[src/rtl/lod_norm_arbiter_if.sv]
// Requester and result ports of the shared leading-one normalizer.
// The master side drives operands and consumes results; the slave side is the normalizer.
interface lod_norm_arbiter_if #(
    parameter int N    = 16,
    parameter int NREQ = 4
);
    localparam int LZW = $clog2(N) + 1;
    localparam int TW  = $clog2(NREQ);

    logic [NREQ-1:0]   req_valid;
    logic [NREQ*N-1:0] req_data;
    logic [NREQ-1:0]   req_ready;
    logic              out_valid;
    logic              out_ready;
    logic [N-1:0]      out_norm;
    logic [LZW-1:0]    out_lzc;
    logic              out_zero;
    logic [TW-1:0]     out_tag;

    modport master (
        output req_valid, req_data, out_ready,
        input  req_ready, out_valid, out_norm, out_lzc, out_zero, out_tag
    );

    modport slave (
        input  req_valid, req_data, out_ready,
        output req_ready, out_valid, out_norm, out_lzc, out_zero, out_tag
    );
endinterface

[src/rtl/lod_norm_arbiter.sv]
// Shared leading-one normalizer with round-robin arbitration across NREQ requesters.
//
// state  | meaning
// IDLE   | arbitrate; grant one valid requester and capture its operand
// DETECT | leading-one detect on the captured operand, compute lzc
// SHIFT  | shift operand left by lzc, load result registers, raise out_valid
// HOLD   | hold result until out_ready; then return to IDLE
module lod_norm_arbiter #(
    parameter int N    = 16,
    parameter int NREQ = 4
) (
    input logic               clk,
    input logic               rst_n,
    lod_norm_arbiter_if.slave bus
);
    localparam int LZW = $clog2(N) + 1;
    localparam int IW  = $clog2(N);
    localparam int TW  = $clog2(NREQ);

    typedef enum logic [1:0] {IDLE, DETECT, SHIFT, HOLD} state_t;

    state_t         state_q;
    logic [TW-1:0]  ptr_q;
    logic [TW-1:0]  tag_q;
    logic [N-1:0]   opnd_q;
    logic [LZW-1:0] lzc_q;
    logic           out_valid_q;
    logic [N-1:0]   out_norm_q;
    logic [LZW-1:0] out_lzc_q;
    logic           out_zero_q;
    logic [TW-1:0]  out_tag_q;

    logic           gnt_found_d;
    logic [TW-1:0]  gnt_idx_d;
    logic [NREQ-1:0] gnt_oh_d;
    logic [N-1:0]   sel_data_d;
    logic [N-1:0]   lead_oh_d;
    logic [IW-1:0]  lead_idx_d;
    logic [LZW-1:0] lzc_d;
    logic           xfer;

    // Round-robin search starting at ptr; power-of-two NREQ makes the wrap a plain overflow.
    always_comb begin
        logic [TW-1:0] cand;
        cand        = '0;
        gnt_found_d = 1'b0;
        gnt_idx_d   = '0;
        for (int k = 0; k < NREQ; k++) begin
            cand = ptr_q + TW'(k);
            if (!gnt_found_d && bus.req_valid[cand]) begin
                gnt_found_d = 1'b1;
                gnt_idx_d   = cand;
            end
        end
    end

    // One-hot grant vector and the operand of the granted requester.
    always_comb begin
        gnt_oh_d   = '0;
        sel_data_d = '0;
        if (gnt_found_d) gnt_oh_d[gnt_idx_d] = 1'b1;
        for (int i = 0; i < NREQ; i++) begin
            if (gnt_idx_d == TW'(i)) sel_data_d = bus.req_data[i*N +: N];
        end
    end

    assign bus.req_ready = (rst_n && state_q == IDLE) ? gnt_oh_d : '0;
    assign xfer          = |(bus.req_valid & bus.req_ready);

    // One-hot leading-one detect on the captured operand, then encode to lzc.
    always_comb begin
        logic seen;
        seen       = 1'b0;
        lead_oh_d  = '0;
        lead_idx_d = '0;
        for (int i = N - 1; i >= 0; i--) begin
            if (!seen && opnd_q[i]) begin
                lead_oh_d[i] = 1'b1;
                seen         = 1'b1;
            end
        end
        for (int i = 0; i < N; i++) begin
            if (lead_oh_d[i]) lead_idx_d = lead_idx_d | IW'(i);
        end
        if (lead_oh_d == '0) lzc_d = LZW'(N);
        else                 lzc_d = LZW'(N - 1) - {1'b0, lead_idx_d};
    end

    // Sequencer with registered outputs; reset drops any in-flight operand.
    always_ff @(posedge clk) begin
        if (!rst_n) begin
            state_q     <= IDLE;
            ptr_q       <= '0;
            tag_q       <= '0;
            opnd_q      <= '0;
            lzc_q       <= '0;
            out_valid_q <= 1'b0;
            out_norm_q  <= '0;
            out_lzc_q   <= '0;
            out_zero_q  <= 1'b0;
            out_tag_q   <= '0;
        end else begin
            case (state_q)
                IDLE: begin
                    if (xfer) begin
                        opnd_q  <= sel_data_d;
                        tag_q   <= gnt_idx_d;
                        ptr_q   <= gnt_idx_d + TW'(1);
                        state_q <= DETECT;
                    end
                end
                DETECT: begin
                    lzc_q   <= lzc_d;
                    state_q <= SHIFT;
                end
                SHIFT: begin
                    out_norm_q  <= opnd_q << lzc_q;
                    out_lzc_q   <= lzc_q;
                    out_zero_q  <= (opnd_q == '0);
                    out_tag_q   <= tag_q;
                    out_valid_q <= 1'b1;
                    state_q     <= HOLD;
                end
                HOLD: begin
                    if (bus.out_ready) begin
                        out_valid_q <= 1'b0;
                        state_q     <= IDLE;
                    end
                end
                default: state_q <= IDLE;
            endcase
        end
    end

    assign bus.out_valid = out_valid_q;
    assign bus.out_norm  = out_norm_q;
    assign bus.out_lzc   = out_lzc_q;
    assign bus.out_zero  = out_zero_q;
    assign bus.out_tag   = out_tag_q;
endmodule

[src/flat_wrapper.sv]
// flat-port wrapper written by rule: the top's interface ports become plain ports
module lod_norm_arbiter_flat 
#(
    parameter int N    = 16,
    parameter int NREQ = 4
)
  (clk, rst_n, bus_req_valid, bus_req_data, bus_out_ready, bus_req_ready, bus_out_valid, bus_out_norm, bus_out_lzc, bus_out_zero, bus_out_tag);
  lod_norm_arbiter_if #(.N(N), .NREQ(NREQ)) bus_i ();
  input logic clk;
  input logic rst_n;
  input wire logic [$bits(bus_i.req_valid)-1:0] bus_req_valid;
  input wire logic [$bits(bus_i.req_data)-1:0] bus_req_data;
  input wire logic [$bits(bus_i.out_ready)-1:0] bus_out_ready;
  output wire logic [$bits(bus_i.req_ready)-1:0] bus_req_ready;
  output wire logic [$bits(bus_i.out_valid)-1:0] bus_out_valid;
  output wire logic [$bits(bus_i.out_norm)-1:0] bus_out_norm;
  output wire logic [$bits(bus_i.out_lzc)-1:0] bus_out_lzc;
  output wire logic [$bits(bus_i.out_zero)-1:0] bus_out_zero;
  output wire logic [$bits(bus_i.out_tag)-1:0] bus_out_tag;
  assign bus_i.req_valid = bus_req_valid;
  assign bus_i.req_data = bus_req_data;
  assign bus_i.out_ready = bus_out_ready;
  assign bus_req_ready = bus_i.req_ready;
  assign bus_out_valid = bus_i.out_valid;
  assign bus_out_norm = bus_i.out_norm;
  assign bus_out_lzc = bus_i.out_lzc;
  assign bus_out_zero = bus_i.out_zero;
  assign bus_out_tag = bus_i.out_tag;
  lod_norm_arbiter #(.N(N), .NREQ(NREQ)) u_core (.clk(clk), .rst_n(rst_n), .bus(bus_i));
endmodule
[config.mk]
export PLATFORM = sky130hd
export DESIGN_NAME = lod_norm_arbiter_flat
export DESIGN_NICKNAME = d
export VERILOG_FILES = /design/src/rtl/lod_norm_arbiter_if.sv /design/src/rtl/lod_norm_arbiter.sv /design/src/flat_wrapper.sv
export SDC_FILE = /design/constraint.sdc
export NUM_CORES = 1
export LEC_CHECK = 0
export CORE_AREA = 2 2 84 86
export DETAILED_ROUTE_END_ITERATION = 16
export DIE_AREA = 0 0 86 88
export GPL_ROUTABILITY_DRIVEN = 0
export PLACE_DENSITY = 0.86
export SLEW_MARGIN = 20
export SYNTH_ARGS = -nofsm -noshare
export SYNTH_HDL_FRONTEND = slang
export SYNTH_SLANG_ARGS = --single-unit
[constraint.sdc]
create_clock -name clk -period 3.75 [get_ports clk]
set_input_delay 0.375 -clock clk [delete_from_list [all_inputs] [get_ports clk]]
set_output_delay 0.375 -clock clk [all_outputs]
set_load 0.005 [all_outputs]
## Yosys cells after proc, flatten, opt, wreduce, memory -nomap -nowiden

Index checks and enable logic that the tools add are counted.

| storage, ports and cells | value |
|---|---|
| register bits | 52 |
| output and inout bits | 29 |
| input port bits | 71 |
| logic and storage cells | 153 |

| operators by class | value |
|---|---|
| shifts and indexed selects | 1 |
| reduce and logical (&&, ||, !) cells | 47 |
| multiplexer cells | 75 |
| add/subtract/negate cells | 5 |
| order comparisons | 6 |
| bitwise operators | 1 |
| eq/ne operators | 8 |

Operator list:

| operator | count |
|---|---|
| 2-to-1 mux 16 bit | 4 |
| 2-to-1 mux 1 bit | 41 |
| 2-to-1 mux 4 bit | 10 |
| logical NOT 16 bit | 2 |
| logical AND 1 bit | 20 |
| logical NOT 1 bit | 18 |
| 2-to-1 mux 2 bit | 8 |
| << shifter 16 x 5 -> 16 bit | 1 |
| < comparator 2 x 3 -> 1 bit (second input constant) | 5 |
| 2-to-1 mux 3 bit | 4 |
| binary-select mux 1 bit (select 2 bit) | 4 |
| equality test 2 bit (second input constant) | 4 |
| case mux 2 bit (4 select lines) | 1 |
| AND reduction 2 bit | 3 |
| 2-to-1 mux 5 bit | 1 |
| subtractor 4 x 4 -> 5 bit (first input constant) | 1 |
| adder 2 x 1 -> 2 bit (second input constant) | 2 |
| adder 2 bit (second input constant) | 2 |
| AND 4 bit | 1 |
| equality test 2 x 1 -> 1 bit (second input constant) | 2 |
| logical NOT 2 bit | 2 |
| OR reduction 4 bit | 1 |
| demux 1 bit (select 2 bit) | 1 |
| >= comparator 2 x 1 -> 1 bit (second input constant) | 1 |
| 4 further kinds | 4 |

## Longest topological paths before layout

Gate-level depths: netlist of the first run.

| depth | value |
|---|---|
| word-level depth | 60 |
| depth in mapped cells | 12 |
| depth with buffers taken out | 10 |

## Least setup slack after synthesis of the first run

OpenSTA, ideal clock, no wires.

| timing path | value |
|---|---|
| kind | in2reg |
| start | input bus_req_valid[3] |
| end | register u_core.opnd_q[10] |
| stages | 12 |
| arrival time | 2593 ps |
| setup time | 59 ps |
| path slack | 1098 ps |
| buffers on the path | 2 |
| data required time | 3691 ps |
| cells stage by stage | inv_1 > a22o_2 > a221oi_1 > inv_1 > ha_1 > clkbuf_1 > a22o_2 > o2111ai_4 > buf_4 > a21oi_1 > o21ai_0 > o211a_1 |

| on the way | value |
|---|---|
| word-level cells in the longest chain between the ends | 21 |
| elaborated cells on any way between the ends | 40 |
| those cells by class | order compare: 2; eq/ne: 3; mux: 24; bitwise: 1; reduce/logical: 10 |

Ends and longest elaborated chain:

| what | RTL line | text |
|---|---|---|
| from (decl) | flat_wrapper.sv:11 | `input wire logic [$bits(bus_i.req_valid)-1:0] bus_req_valid;` |
| binary-select mux 1 bit (select 2 bit) | lod_norm_arbiter.sv:50 | `if (!gnt_found_d && bus.req_valid[cand]) begin` |
| 2-to-1 mux 1 bit (not written as such) | lod_norm_arbiter.sv:50 |  |
| 2-to-1 mux 1 bit | lod_norm_arbiter.sv:50 |  |
| logical NOT 1 bit | lod_norm_arbiter.sv:50 |  |
| logical AND 1 bit | lod_norm_arbiter.sv:50 |  |
| 2-to-1 mux 1 bit | lod_norm_arbiter.sv:50 |  |
| logical NOT 1 bit | lod_norm_arbiter.sv:50 |  |
| logical AND 1 bit | lod_norm_arbiter.sv:50 |  |
| [... 4 more ...] | n/a |  |
| named net u_core.gnt_idx_d[0] | lod_norm_arbiter.sv:34 | `logic [TW-1:0] gnt_idx_d;` |
| [... 1 more ...] | n/a |  |
| logical AND 1 bit (not written as such) | lod_norm_arbiter.sv:61 | `if (gnt_found_d) gnt_oh_d[gnt_idx_d] = 1'b1;` |
| 2-to-1 mux 1 bit (not written as such) | lod_norm_arbiter.sv:61 |  |
| demux 1 bit (select 2 bit) | n/a |  |
| 2-to-1 mux 4 bit | lod_norm_arbiter.sv:61 |  |
| 2-to-1 mux 4 bit | lod_norm_arbiter.sv:67 | `assign bus.req_ready = (rst_n && state_q == IDLE) ? gnt_oh_d : '0;` |
| AND 4 bit | lod_norm_arbiter.sv:68 | `assign xfer = \|(bus.req_valid & bus.req_ready);` |
| OR reduction 4 bit | lod_norm_arbiter.sv:68 |  |
| AND reduction 2 bit (no source line) | n/a |  |
| to (signal assigned) | lod_norm_arbiter.sv:106 | `opnd_q <= sel_data_d;` |
| to (decl) | lod_norm_arbiter.sv:25 | `logic [N-1:0] opnd_q;` |

The timed path passes the listed nets; every way through them passes the cells marked *. The select of a mux whose other input is x is not followed.
A chain may end at the register's enable or synchronous reset.

## Final worst setup path of the first run

| timing path | value |
|---|---|
| start | input bus_req_valid[3] |
| end | output bus_req_ready[2] |

| on the way | value |
|---|---|
| word-level cells in the longest chain between the ends | 18 |
| elaborated cells on any way between the ends | 29 |
| those cells by class | order compare: 2; mux: 20; reduce/logical: 7 |

Ends and longest elaborated chain:

| what | RTL line | text |
|---|---|---|
| binary-select mux 1 bit (select 2 bit) | lod_norm_arbiter.sv:50 |  |
| 2-to-1 mux 1 bit (not written as such) | lod_norm_arbiter.sv:50 |  |
| 2-to-1 mux 1 bit | lod_norm_arbiter.sv:50 |  |
| logical NOT 1 bit | lod_norm_arbiter.sv:50 |  |
| logical AND 1 bit | lod_norm_arbiter.sv:50 |  |
| 2-to-1 mux 1 bit | lod_norm_arbiter.sv:50 |  |
| logical NOT 1 bit | lod_norm_arbiter.sv:50 |  |
| logical AND 1 bit | lod_norm_arbiter.sv:50 |  |
| [... 3 more ...] | n/a |  |
| 2-to-1 mux 2 bit * | lod_norm_arbiter.sv:50 |  |
| named net u_core.gnt_idx_d[0] | lod_norm_arbiter.sv:34 |  |
| < comparator 2 x 3 -> 1 bit (not written as such) or >= comparator 2 x 1 -> 1 bit (tied branches) | lod_norm_arbiter.sv:61 |  |
| logical AND 1 bit (not written as such) | lod_norm_arbiter.sv:61 |  |
| 2-to-1 mux 1 bit (not written as such) | lod_norm_arbiter.sv:61 |  |
| demux 1 bit (select 2 bit) * | n/a |  |
| 2-to-1 mux 4 bit * | lod_norm_arbiter.sv:61 |  |
| 2-to-1 mux 4 bit * | lod_norm_arbiter.sv:67 |  |
| to (decl) | flat_wrapper.sv:14 | `output wire logic [$bits(bus_i.req_ready)-1:0] bus_req_ready;` |

Marks and branches as above.

==> impl_metrics.py, run 1 <==
metrics = {
    "pwr": {
        "power_density_nw_per_um2": 554,
        "p_seq_share_pct": 34.3,
        "power_mw": 2.50,
        "p_sw_share_pct": 41.7,
        "cellLeakagePower_nw": 1.75,
        "power_frac_clock_pct": 16.1,
        "internal_power_mw": 1.46,
        "switchingPower_mw": 1.04,
        "ir_worst_vdd_mv": 0.388,
        "pwr-share-comb_pct": 49.6,
    },
    "worst_setup_path": {
        "crit_slowest_cell": "a221oi_1",
        "r2r_start": "u_core.ptr_q[0]",
        "cp_data_arrival_time_ps": 3030,
        "cp_max_fo": 33,
        "path_buf_inv": 5,
        "cp_top_family": "buffers and inverters",
        "crit_path_start_kind": "input pin",
        "critPathMaxStageDelay_ps": 550,
        "cp.required_ps": 3380,
        "r2r_slack_ps": 840,
        "critPathKind": "in -> out",
        "crit_chain": "clkdlybuf4s50_1, inv_1, a22o_2, a221oi_1, inv_1, ha_1, buf_4, and2_2, clkdlybuf4s50_1",
        "r2r_end": "u_core.state_q[1]",
        "r2r_cells": 9,
        "setup.worst_path.end_class": "primary output",
        "startpoint": "bus_req_valid[3]",
    },
    "placement": {
        "dpl_cell_area_um2": 4390,
        "dp.cells": 563,
        "place_hpwl_mm": 6.96,
        "port_buffers": 99,
    },
    "global_route": {
        "use_met2_pct": 45.5,
        "met1_usage_pct": 30.5,
        "gr-usage-met3_pct": 3.39,
        "first_global_vias": 3177,
        "grt.busiest_layer": "met2",
        "antenna_found_initial": 0,
        "gr-total-overflow": 0,
        "grt_first_pass_wirelength_mm": 15.1,
        "grt_usage_pct": 25.0,
        "grt_max_degree": 34,
    },
    "synth": {
        "yosysSeqAreaShare_pct": 30.5,
        "synth_edf_count": 0,
        "syn_avg_cell_area_um2": 8.30,
        "synth_warnings": 0,
        "synth-seq-cells": 52,
        "synth_nets": 491,
        "synth.distinct_cells": 54,
        "async_flop_share_pct": 0,
        "syn-cell-area_um2": 3410,
        "ys.flop_type": "dfxtp_1",
        "syn_inst": 411,
    },
    "die": {
        "die_w_um": 86,
        "die_area_um2": 7570,
        "start_util_pct": 51.3,
        "num_rows": 30,
        "ios": 100,
        "coreArea_um2": 6640,
        "die_h_um": 88,
    },
    "drt": {
        "drcViolationCount": 0,
        "firstDrtPassIters": 5,
        "drtAntennaViolNets": 0,
        "vias_per_cell": 5.96,
        "drt_iter0_drc": 257,
        "vias": 3402,
        "wire_per_inst_um": 16.6,
        "wl_mm": 9.48,
    },
    "layout": {
        "syn_to_final_growth_pct": 32.2,
        "final_area_um2": 4510,
        "layout_commonest_cell": "clkdlybuf4s50_1",
        "antenna_cells": 0,
        "final_cell_mix": "clkdlybuf4s50_1 (99), a21oi_1 (68), dfxtp_1 (52), nor2_1 (33), nand2_1 (30)",
        "stdcell_count": 571,
        "drive_above_1_share_pct": 8.55,
        "layout.nets": 570,
    },
    "run_status": {
        "status": "finished clean",
    },
    "clocking": {
        "root_buffer": "clkbuf_8",
        "clock_latency_ps": 320,
        "cts_sinks": 52,
        "cts_made_buffers": 5,
        "postCtsHoldBufs": 0,
        "cts_tree": "done",
        "post_cts_buffers": 0,
        "cts_htree_levels": 2,
        "clk_pin_slew_ps": 90,
        "post_cts_resized": 0,
        "clk_path_buf_depth": 2,
    },
    "hold_path": {
        "whs_path_depth": 2,
        "hold_path_end": "u_core.tag_q[1]",
        "min_from": "u_core.tag_q[1]",
        "hp-class": "reg -> reg",
    },
    "sta": {
        "rsz0062_at_grt": "no",
        "setup_tns_ps": 0,
        "fin_skew_ps": 11.7,
        "drv_slew": 0,
        "slew_headroom_pct": 34.4,
        "finalHoldViolCount": 0,
        "max_freq_mhz": 294,
        "setup_violations": 0,
        "hold_slack_ps": 471,
        "worst_pin_slew_ps": 983,
        "period_needed_ps": 3400,
        "fin_crit_sh_pct": 90.7,
    },
    "job": {
        "drv_cap": 0,
    },
}
## worst max path at each step
stage | endpoint | slack (ps) | depth (start not counted)
2_1_floorplan | u_core.opnd_q[10] | 1100 | 12
3_3_place_gp | u_core.state_q[1] | 460 | 11
3_5_place_dp | u_core.state_q[1] | 330 | 11
4_1_cts | bus_req_ready[2] | 380 | 9
5_1_grt | bus_req_ready[1] | 170 | 8
6_report | bus_req_ready[2] | 350 | 9
## sequential cells by signal, indices dropped and copies added, names as in the netlist
name                  cells
u_core.bus.out_lzc        5
u_core.bus.out_valid      1
u_core.opnd_q            16
u_core.tag_q              2
u_core.state_q            2
u_core.bus.out_zero       1
u_core.lzc_q              5
u_core.ptr_q              2
u_core.bus.out_tag        2
u_core.bus.out_norm      16
## routing by layer
metal / share of wire [%] / vias to the layer above
li1: - / 1660
met1: 41 / 1592
met2: 52 / 125
met3: 4.8 / 25
met4: 2.1 / 0
met5: 0 / -
## power by group through the flow
stage	clock [mW]	combinational [mW]	sequential (mW)
CTS	0.403	1.23	0.848
global placement	0	1.17	0.850
floorplan	0	0.999	0.734
global route	0.426	1.35	0.875
finish	0.403	1.24	0.857
detailed placement	0	1.21	0.858
## Yosys cell counts, types with 4 or more instances
master,number,area [um^2]
a21oi_1,68,340
a22oi_1,5,37.5
and2_2,4,30.0
buf_1,5,18.8
buf_2,6,30.0
clkbuf_1,19,71.3
dfxtp_1,52,1040
ha_1,9,113
inv_1,12,45.0
mux2_2,6,67.6
mux2i_1,25,250
mux4_2,7,158
nand2_1,30,113
nand2b_1,4,25.0
nand3_1,5,25.0
nand3b_1,17,128
nor2_1,33,124
nor2b_1,7,43.8
nor3_1,4,20.0
nor4_1,4,25.0
o211a_1,16,160
o21ai_0,23,115
## per-stage QoR
stage	setup WS (ps)	util, %
2_1_floorplan	1100	-
3_3_place_gp	463	66.1
3_5_place_dp	330	66.1
4_1_cts	376	67.9
5_1_grt	169	67.9
6_report	347	67.9
## layout make-up
type	instances	area, um^2
flip-flops and latches	52	1040
clock inverters	3	46.3
inverters	15	56.3
clock buffers	5	68.8
fillers	522	2140
well taps	80	100
multi-input cells	310	2150
repair buffers	106	1040
## cell families (layout without fill, tap and decap cells)
kind of cell             Yosys count  after routing  share of synthesized area, %
AND/OR/NAND/NOR                  120            120                          18.3
multiplexers                      38             38                          13.9
adder cells (fa/ha/maj)            9              9                          3.30
flip-flops                        52             52                          30.5
AO/OA/AOI/OAI                    143            143                          27.6
buffers and inverters             49            129                          6.38
## worst reg2reg max path: stages (launching register included)
cell	delay, ps
dfxtp_1	350
inv_1	60
a22o_2	230
a221oi_1	550
inv_1	140
ha_1	240
a22o_2	270
o2111ai_4	480
a21oi_1	240
o31ai_1	250
No activity file was read; power rests on OpenSTA's default activity.
==> run 2: changes to the inputs <==
- CTS_CLUSTER_DIAMETER: unset -> 40
==> results of run 2 <==
The final DEF is identical to that of run 1; final timing and power are the same.
